<file path="src/rtl/toggle_handshake_rx.sv">
// Responder end of a two-phase (toggle) request/acknowledge link.
// The request toggle is synchronised, the data word is captured and offered
// on a valid/ready interface, and the acknowledge toggle is returned once the
// local consumer takes the word. Completed transfers are counted, and
// re-toggles of the request while a word is pending set a sticky error.
// SYNC_STAGES must be in the range 2..4.
module toggle_handshake_rx #(
  parameter int DW          = 8,
  parameter int SYNC_STAGES = 2,
  parameter int CW          = 8
) (
  input  logic          clk,
  input  logic          rst,
  input  logic          req_t,
  input  logic [DW-1:0] data_in,
  input  logic          clr_err,
  input  logic          dout_ready,
  output logic [DW-1:0] dout,
  output logic          dout_valid,
  output logic          ack_t,
  output logic [CW-1:0] evt_count,
  output logic          err
);

  typedef enum logic {
    IDLE  = 1'b0,
    VALID = 1'b1
  } state_t;

  state_t                 state, state_nx;
  logic [SYNC_STAGES-1:0] sync;
  logic                   req_s;
  logic                   req_s_d;
  logic                   req_last;
  logic                   new_req;
  logic                   consume;
  logic                   viol;

  assign req_s = sync[SYNC_STAGES-1];

  // Synchroniser chain for the asynchronous request toggle, plus a one-cycle
  // delayed copy used to spot toggles while a word is pending.
  always_ff @(posedge clk or negedge rst) begin
    if (!rst) begin
      sync    <= '0;
      req_s_d <= 1'b0;
    end else begin
      sync    <= {sync[SYNC_STAGES-2:0], req_t};
      req_s_d <= req_s;
    end
  end

  // State register.
  always_ff @(posedge clk or negedge rst) begin
    if (!rst) begin
      state <= IDLE;
    end else begin
      state <= state_nx;
    end
  end

  // Next-state and per-cycle event decode; dout_ready is ignored in IDLE.
  always_comb begin
    state_nx = state;
    new_req  = 1'b0;
    consume  = 1'b0;
    viol     = 1'b0;
    case (state)
      IDLE: begin
        if (req_s != req_last) begin
          new_req  = 1'b1;
          state_nx = VALID;
        end
      end
      VALID: begin
        viol = (req_s != req_s_d);
        if (dout_ready) begin
          consume  = 1'b1;
          state_nx = IDLE;
        end
      end
      default: state_nx = IDLE;
    endcase
  end

  // Capture, consume/acknowledge and transfer counting; dout keeps its last
  // value after consumption.
  always_ff @(posedge clk or negedge rst) begin
    if (!rst) begin
      dout       <= '0;
      dout_valid <= 1'b0;
      ack_t      <= 1'b0;
      req_last   <= 1'b0;
      evt_count  <= '0;
    end else begin
      if (new_req) begin
        dout       <= data_in;
        dout_valid <= 1'b1;
      end
      if (consume) begin
        dout_valid <= 1'b0;
        ack_t      <= ~ack_t;
        req_last   <= req_s;
        evt_count  <= evt_count + CW'(1);
      end
    end
  end

  // Sticky protocol-violation flag; a set in the same cycle as a clear wins.
  always_ff @(posedge clk or negedge rst) begin
    if (!rst) begin
      err <= 1'b0;
    end else if (viol) begin
      err <= 1'b1;
    end else if (clr_err) begin
      err <= 1'b0;
    end
  end

endmodule

</file>
<file path="config.mk">
export PLATFORM = sky130hd
export DESIGN_NAME = toggle_handshake_rx
export DESIGN_NICKNAME = d
export VERILOG_FILES = /design/src/rtl/toggle_handshake_rx.sv
export SDC_FILE = /design/constraint.sdc
export NUM_CORES = 1
export LEC_CHECK = 0
export ABC_AREA = 1
export BUFFER_PORTS_ARGS = -buffer_cell sky130_fd_sc_hd__buf_4
export CORE_ASPECT_RATIO = 1.25
export CORE_MARGIN = 5
export CORE_UTILIZATION = 40
export CTS_CLUSTER_SIZE = 16
export DETAILED_ROUTE_END_ITERATION = 16
export HOLD_SLACK_MARGIN = 0.05
export PLACE_DENSITY_LB_ADDON = 0.12
export SYNTH_ARGS = -nofsm -noshare
export SYNTH_HDL_FRONTEND = slang
export SYNTH_SLANG_ARGS = --single-unit
</file>
<file path="constraint.sdc">
create_clock -name clk -period 2 [get_ports clk]
set_input_delay 0.2 -clock clk [delete_from_list [all_inputs] [get_ports clk]]
set_output_delay 0.2 -clock clk [all_outputs]
set_load 0.1 [all_outputs]
</file>
Word level (Yosys, flattened, before mapping)
Index checks and enable logic that the tools add are counted.

storage, ports and cells
  register bits = 24
  bits of input ports = 13
  output and inout bits = 19
  word-level logic and storage cells = 27

cells by class
  $add $sub $neg = 1
  eq/ne operators = 2
  mux-type cells = 11
  bitwise logic cells = 2
  reduce and logical (&&, ||, !) cells = 2

operators by type and width
  operator                                      number
  2-to-1 mux 1 bit                              10
  adder 8 x 1 -> 8 bit (second input constant)  1
  nonzero test 2 bit                            2
  != test 1 bit                                 2
  NOT 1 bit                                     2
  one-hot mux 1 bit (2 select lines)            1

Longest topological paths before layout
Gate-level depths: netlist of the first run.

  depth in word-level cells = 5
  depth in mapped cells = 7
  mapped depth without buffers = 7

Worst setup path after synthesis of the first run
Ideal clock, no wire load.

  kind = register -> register
  start = register evt_count[1]
  end = register evt_count[6]
  library setup time = 0.126 ns
  arrival = 1.626 ns
  data required time = 1.874 ns
  setup slack = 0.248 ns
  cell stages (with the launch flop) = 7
  path buffers = 0
  clock period less this slack = 1.752 ns
  path through = dfrtp_1 -> ha_1 -> inv_1 -> nor2_4 -> nand2_2 -> o21ai_1 -> nand2_1

between the ends
  word-level cells in the longest chain between the ends = 1

ends and longest elaborated chain
  element                   line  RTL
  start: declaration        21    output logic [CW-1:0] evt_count,
  start signal: assignment  104   evt_count <= evt_count + CW'(1);
  adder 8 x 1 -> 8 bit      104

No other way between the ends.
A chain may end at the register's enable or synchronous reset.

Worst setup path in the final report of the first run
  start = register evt_count[3]
  end = output port evt_count[3]

No word-level cell between the ends.

==> results of run 1 <==
worst paths after layout:
kind,to,cells past startpoint
max,evt_count[3],1
min,err,2
max reg2reg,dout[6],4
min reg2reg,sync[1],0
max in group asynchronous,dout[3],2
min in group asynchronous,evt_count[2],2
area by class of cell:
| class | instances | area [um2] |
|---|---|---|
| clock buffer | 3 | 22.5 |
| clock inverter | 1 | 30.0 |
| fill | 228 | 1100 |
| inverter | 18 | 67.6 |
| multi-input combinational | 59 | 362 |
| sequential | 24 | 601 |
| tap | 33 | 41.3 |
| timing repair buffer | 33 | 253 |
synthesized netlist by cell type, types with 2 or more instances:
library cell | number | area share (%)
o21ai_0 | 2 | 0.96
xnor2_1 | 3 | 2.5
inv_1 | 18 | 6.5
nor2_1 | 6 | 2.2
o21ai_2 | 8 | 6.7
nand2_1 | 21 | 7.6
a21oi_1 | 2 | 0.96
dfrtp_1 | 24 | 58
nand3_1 | 4 | 1.9
mux2_2 | 2 | 2.2
o21ai_1 | 2 | 0.96
xor2_1 | 2 | 1.7
worst reg2reg max path: cells and delay by family (launching register included):
family                 cells  cell delay, ns
buffers and inverters      1            0.15
flip-flops                 1            0.46
AND/OR/NAND/NOR            2            0.38
AO/OA/AOI/OAI              1            0.06
flip-flops by register name, indices dropped and copies added, names as in the netlist:
name	cells
ack_t	1
err	1
dout	8
dout_valid	1
req_s_d	1
sync	2
req_last	1
state	1
evt_count	8
stage by stage:
stage	util (%)	area (um2)	setup slack, ns
2_1_floorplan	-	1040	0.248
3_3_place_gp	52.6	1300	0.887
3_5_place_dp	52.6	1300	0.866
4_1_cts	55.6	1380	0.664
5_1_grt	55.6	1380	0.649
6_report	55.6	1380	0.691
logic make-up (layout without fill, tap and decap cells):
logic type | Yosys count | in the layout | share of synthesized area [%]
AO/OA/AOI/OAI | 14 | 14 | 9.62
buffers and inverters | 19 | 55 | 7.57
adder cells (fa/ha/maj) | 1 | 1 | 1.20
AND/OR/NAND/NOR | 37 | 37 | 17.5
flip-flops | 24 | 24 | 57.7
XOR/XNOR | 5 | 5 | 4.21
multiplexers | 2 | 2 | 2.16
metal layers:
layer  GRT usage, %  share of wire [%]  routed length, um  vias up
li1               -                  -                  -      384
met1           12.9                 40                770      349
met2           21.9                 52               1000       22
met3           2.71                6.7                129        2
met4           5.47               0.94                 18        0
met5              0                  0                  0        -
==> results.py, run 1 <==
metrics = {
    "worst_hold_path": {
        "hp-class": "input port to register",
        "holdCritStartpoint": "clr_err",
    },
    "cts": {
        "clk_latency_ns": 0.31,
        "clk_pin_slew_ns": 0.13,
        "cts_buffer_depth": 2,
        "h-tree-depth": 1,
        "postCtsHoldBufs": 2,
        "cts_tree": "done",
        "cts_sinks": 24,
        "cts_buffers": 3,
        "cts_resized": 0,
        "post_cts_buffers": 0,
        "cts-root-buf": "clkbuf_4",
    },
    "global_routing": {
        "grt_overflow": 0,
        "track_usage_pct": 11.9,
        "grt_max_degree": 25,
        "grt_pass1_vias": 842,
        "antenna_found_initial": 0,
        "grt_pass1_wl_mm": 3.49,
    },
    "worst_setup_path": {
        "end_kind": "output pin",
        "start_kind": "register",
        "startpoint": "evt_count[3]",
        "critPathBufInv": 1,
        "max_stage_delay_ns": 0.47,
        "worstReg2RegStart": "state",
        "crit_chain": "buf_4",
        "cp_max_fo": 5,
        "reg2reg_setup_slack_ns": 0.86,
        "cp.required_ns": 1.80,
        "path_class": "register to output pin",
        "cp_top_family": "flip-flops",
        "cp_slowest_cell": "dfrtp_1",
        "worstPathArrival_ns": 1.11,
    },
    "synth": {
        "yosys_warnings": 0,
        "synthFlopType": "dfrtp_1",
        "seq_area_frac_synth_pct": 57.7,
        "synth_cell_type_count": 20,
        "syn_nets": 116,
        "ys_seq_elements": 24,
        "synth_cells": 102,
        "avgSynthCellArea_um2": 10.2,
        "synth-edff-count": 0,
        "synth_area_um2": 1040,
        "ys_async_sr_fraction_pct": 100,
    },
    "placement": {
        "globalplace.congestion": 0.687,
        "port_buffers": 31,
        "hpwl_mm": 1.46,
        "dp.cells": 165,
    },
    "layout": {
        "fin_cells": 171,
        "drive_gt1_share_pct": 37.0,
        "antenna_cells": 0,
        "mostFrequentLayoutCell": "buf_4",
        "layout_common_cells": "31 x buf_4, 24 x dfrtp_1, 21 x nand2_1",
        "nNetsFinal": 153,
        "syn_to_final_growth_pct": 32.2,
    },
    "route": {
        "vias": 757,
        "drt_wl_total_mm": 1.92,
        "drtIter0Drc": 7,
        "antenna_left": 0,
        "vias_per_cell": 4.43,
        "drt_pass1_iterations": 2,
        "drcViolationCount": 0,
        "wl_per_cell_um": 11.2,
    },
    "timing": {
        "slew_headroom_pct": 79.5,
        "setup_violations": 0,
        "skew_ns": 0.00483,
        "timing.hold.ws_ns": 0.0669,
        "fin_crit_ns": 1.31,
        "worst_slew_pin_slew_ns": 0.307,
        "drv_slew": 0,
        "setup_tns_ns": 0,
        "rsz0062_at_grt": "no",
        "fmaxAchievable_mhz": 764,
        "finalCritPeriodShare_pct": 65.4,
        "hold_viol": 0,
    },
    "floorplanning": {
        "die-area_um2": 3730,
        "die_h_um": 67.0,
        "initial_core_util_pct": 42.0,
        "io_pins": 32,
        "die_w_um": 55.6,
        "core_area_um2": 2480,
        "rows": 20,
    },
    "run_status": {
        "status": "complete, no violations",
    },
    "job": {
        "maxCapViolCount": 0,
    },
}
Power of run 1 is not shown: default switching activity piles up to over one toggle a cycle in this logic, so the estimate is an artifact.
==> inputs of run 2 (changes only) <==
==> constraint.sdc (replaced) <==
create_clock -name clk -period 1.25 [get_ports clk]
set_input_delay 0.125 -clock clk [delete_from_list [all_inputs] [get_ports clk]]
set_output_delay 0.125 -clock clk [all_outputs]
set_load 0.1 [all_outputs]
==> run 2 against run 1 <==
Against the previous run:
- global-route usage rose by 0.078 points
- sequential cell count did not move
- non-clock buffer count rose by 10
- clock skew fell by 0.0028 ns
- register-to-register slack got worse by 0.73 ns
- via count rose by 5.4%
- critical path depth did not move
==> results.py, run 2 (synthesis gave the netlist of run 1 again) <==
metrics = {
    "cts": {
        "cts-root-buf": "clkbuf_4",
        "cts_buffers": 3,
        "clk_pin_slew_ns": 0.12,
        "cts_tree": "done",
        "h-tree-depth": 1,
        "clk_latency_ns": 0.31,
        "cts_sinks": 24,
        "cts_buffer_depth": 2,
    },
    "layout": {
        "final_area_um2": 1480,
        "nFillCells": 226,
        "finish.utilization_pct": 59.8,
        "drive_gt1_share_pct": 42.2,
        "reg_top3": "dout (8), evt_count (8), sync (2)",
        "antenna_cells": 0,
        "syn_to_final_growth_pct": 42.3,
        "nNetsFinal": 163,
        "mostFrequentLayoutCell": "buf_4",
        "layout_common_cells": "32 x buf_4, 21 x nand2_1, 17 x inv_1",
    },
    "timing": {
        "worst_slew_pin_slew_ns": 0.307,
        "rsz0062_at_grt": "no",
        "finalCritPeriodShare_pct": 97.1,
        "skew_ns": 0.00203,
        "layout_setup_ws_ns": 0.0364,
        "drv_slew": 0,
        "hold_viol": 0,
        "fmaxAchievable_mhz": 824,
        "fin_crit_ns": 1.21,
        "slew_headroom_pct": 79.5,
        "setup_violations": 0,
        "timing.hold.ws_ns": 0.0598,
    },
    "route": {
        "drcViolationCount": 0,
        "drt_wl_total_mm": 2.03,
        "vias_per_cell": 4.43,
        "drt_pass1_iterations": 2,
        "antenna_left": 0,
        "drtIter0Drc": 11,
        "wl_per_cell_um": 11.3,
        "vias": 798,
    },
    "worst_setup_path": {
        "start_kind": "register",
        "worstPathArrival_ns": 1.09,
        "cp.required_ns": 1.12,
        "cp_max_fo": 5,
        "path_class": "register to output pin",
        "cp_slowest_cell": "dfrtp_4",
        "crit_chain": "buf_4",
        "end_kind": "output pin",
        "critPathBufInv": 1,
        "max_stage_delay_ns": 0.53,
        "cp_top_family": "flip-flops",
    },
    "placement": {
        "globalplace.congestion": 0.691,
        "hpwl_mm": 1.46,
        "port_buffers": 31,
        "post-place-ws_ns": 0.102,
        "post_dp_cell_area_um2": 1330,
    },
    "floorplanning": {
        "io_pins": 32,
        "initial_core_util_pct": 42.0,
        "die_h_um": 67.0,
        "rows": 20,
        "core_area_um2": 2480,
        "die-area_um2": 3730,
        "die_w_um": 55.6,
    },
    "worst_hold_path": {
        "hp-class": "input port to register",
    },
    "global_routing": {
        "grt_max_degree": 25,
        "grt_overflow": 0,
        "antenna_found_initial": 0,
        "track_usage_pct": 12.0,
        "grt_pass1_vias": 861,
        "grt_pass1_wl_mm": 3.49,
    },
    "job": {
        "maxCapViolCount": 0,
    },
    "run_status": {
        "status": "complete, no violations",
    },
}
==> run 2: worst min-delay path: cells and delay by family <==
kind | cells | cell delay [ns]
buf+inv | 2 | 0.17
compound gates | 1 | 0.06
==> run 2: path summary, 6_finish.rpt <==
check | startpoint | endpoint | slack (ns) | cells past startpoint
worst max register to register | sync[1] | dout[2] | 0.13 | 5
worst min register to register | sync[0] | sync[1] | 0.36 | 0
min in group asynchronous | rst | evt_count[4] | 0.23 | 2
worst min-delay path | data_in[0] | dout[0] | 0.06 | 3
max in group asynchronous | rst | evt_count[1] | 0.76 | 2
worst max-delay path | evt_count[0] | evt_count[0] | 0.04 | 1
==> run 2: per-stage QoR <==
step	TNS, ns	std cells
floorplan	-0.0314	102
global placement	0	165
detailed placement	0	165
CTS	0	178
global route	0	180
finish	0	180
==> run 2: area by class of cell <==
class / count / area (um2) / area share, %
clock buffer: 3 / 22.5 / 1.52
tap: 33 / 41.3 / 2.79
inverter: 18 / 67.6 / 4.56
sequential: 24 / 616 / 41.6
multi-input combinational: 59 / 374 / 25.3
timing repair buffer: 43 / 360 / 24.3
==> run 2: metal layers <==
layer,share of wire (%),track usage (%)
met3,6.8,2.33
met2,51,23.4
met4,1.8,5.47
met1,40,12.1
met5,0,0
==> run 2: what timing repair did <==
item,4_1_cts,5_1_grt
gates resized for setup,0,0
setup buffers,0,2
hold buffers,10,0
setup endpoints to repair,0,1
endpoints found under the hold margin,33,0
Power of run 2 is left out for the same reason.
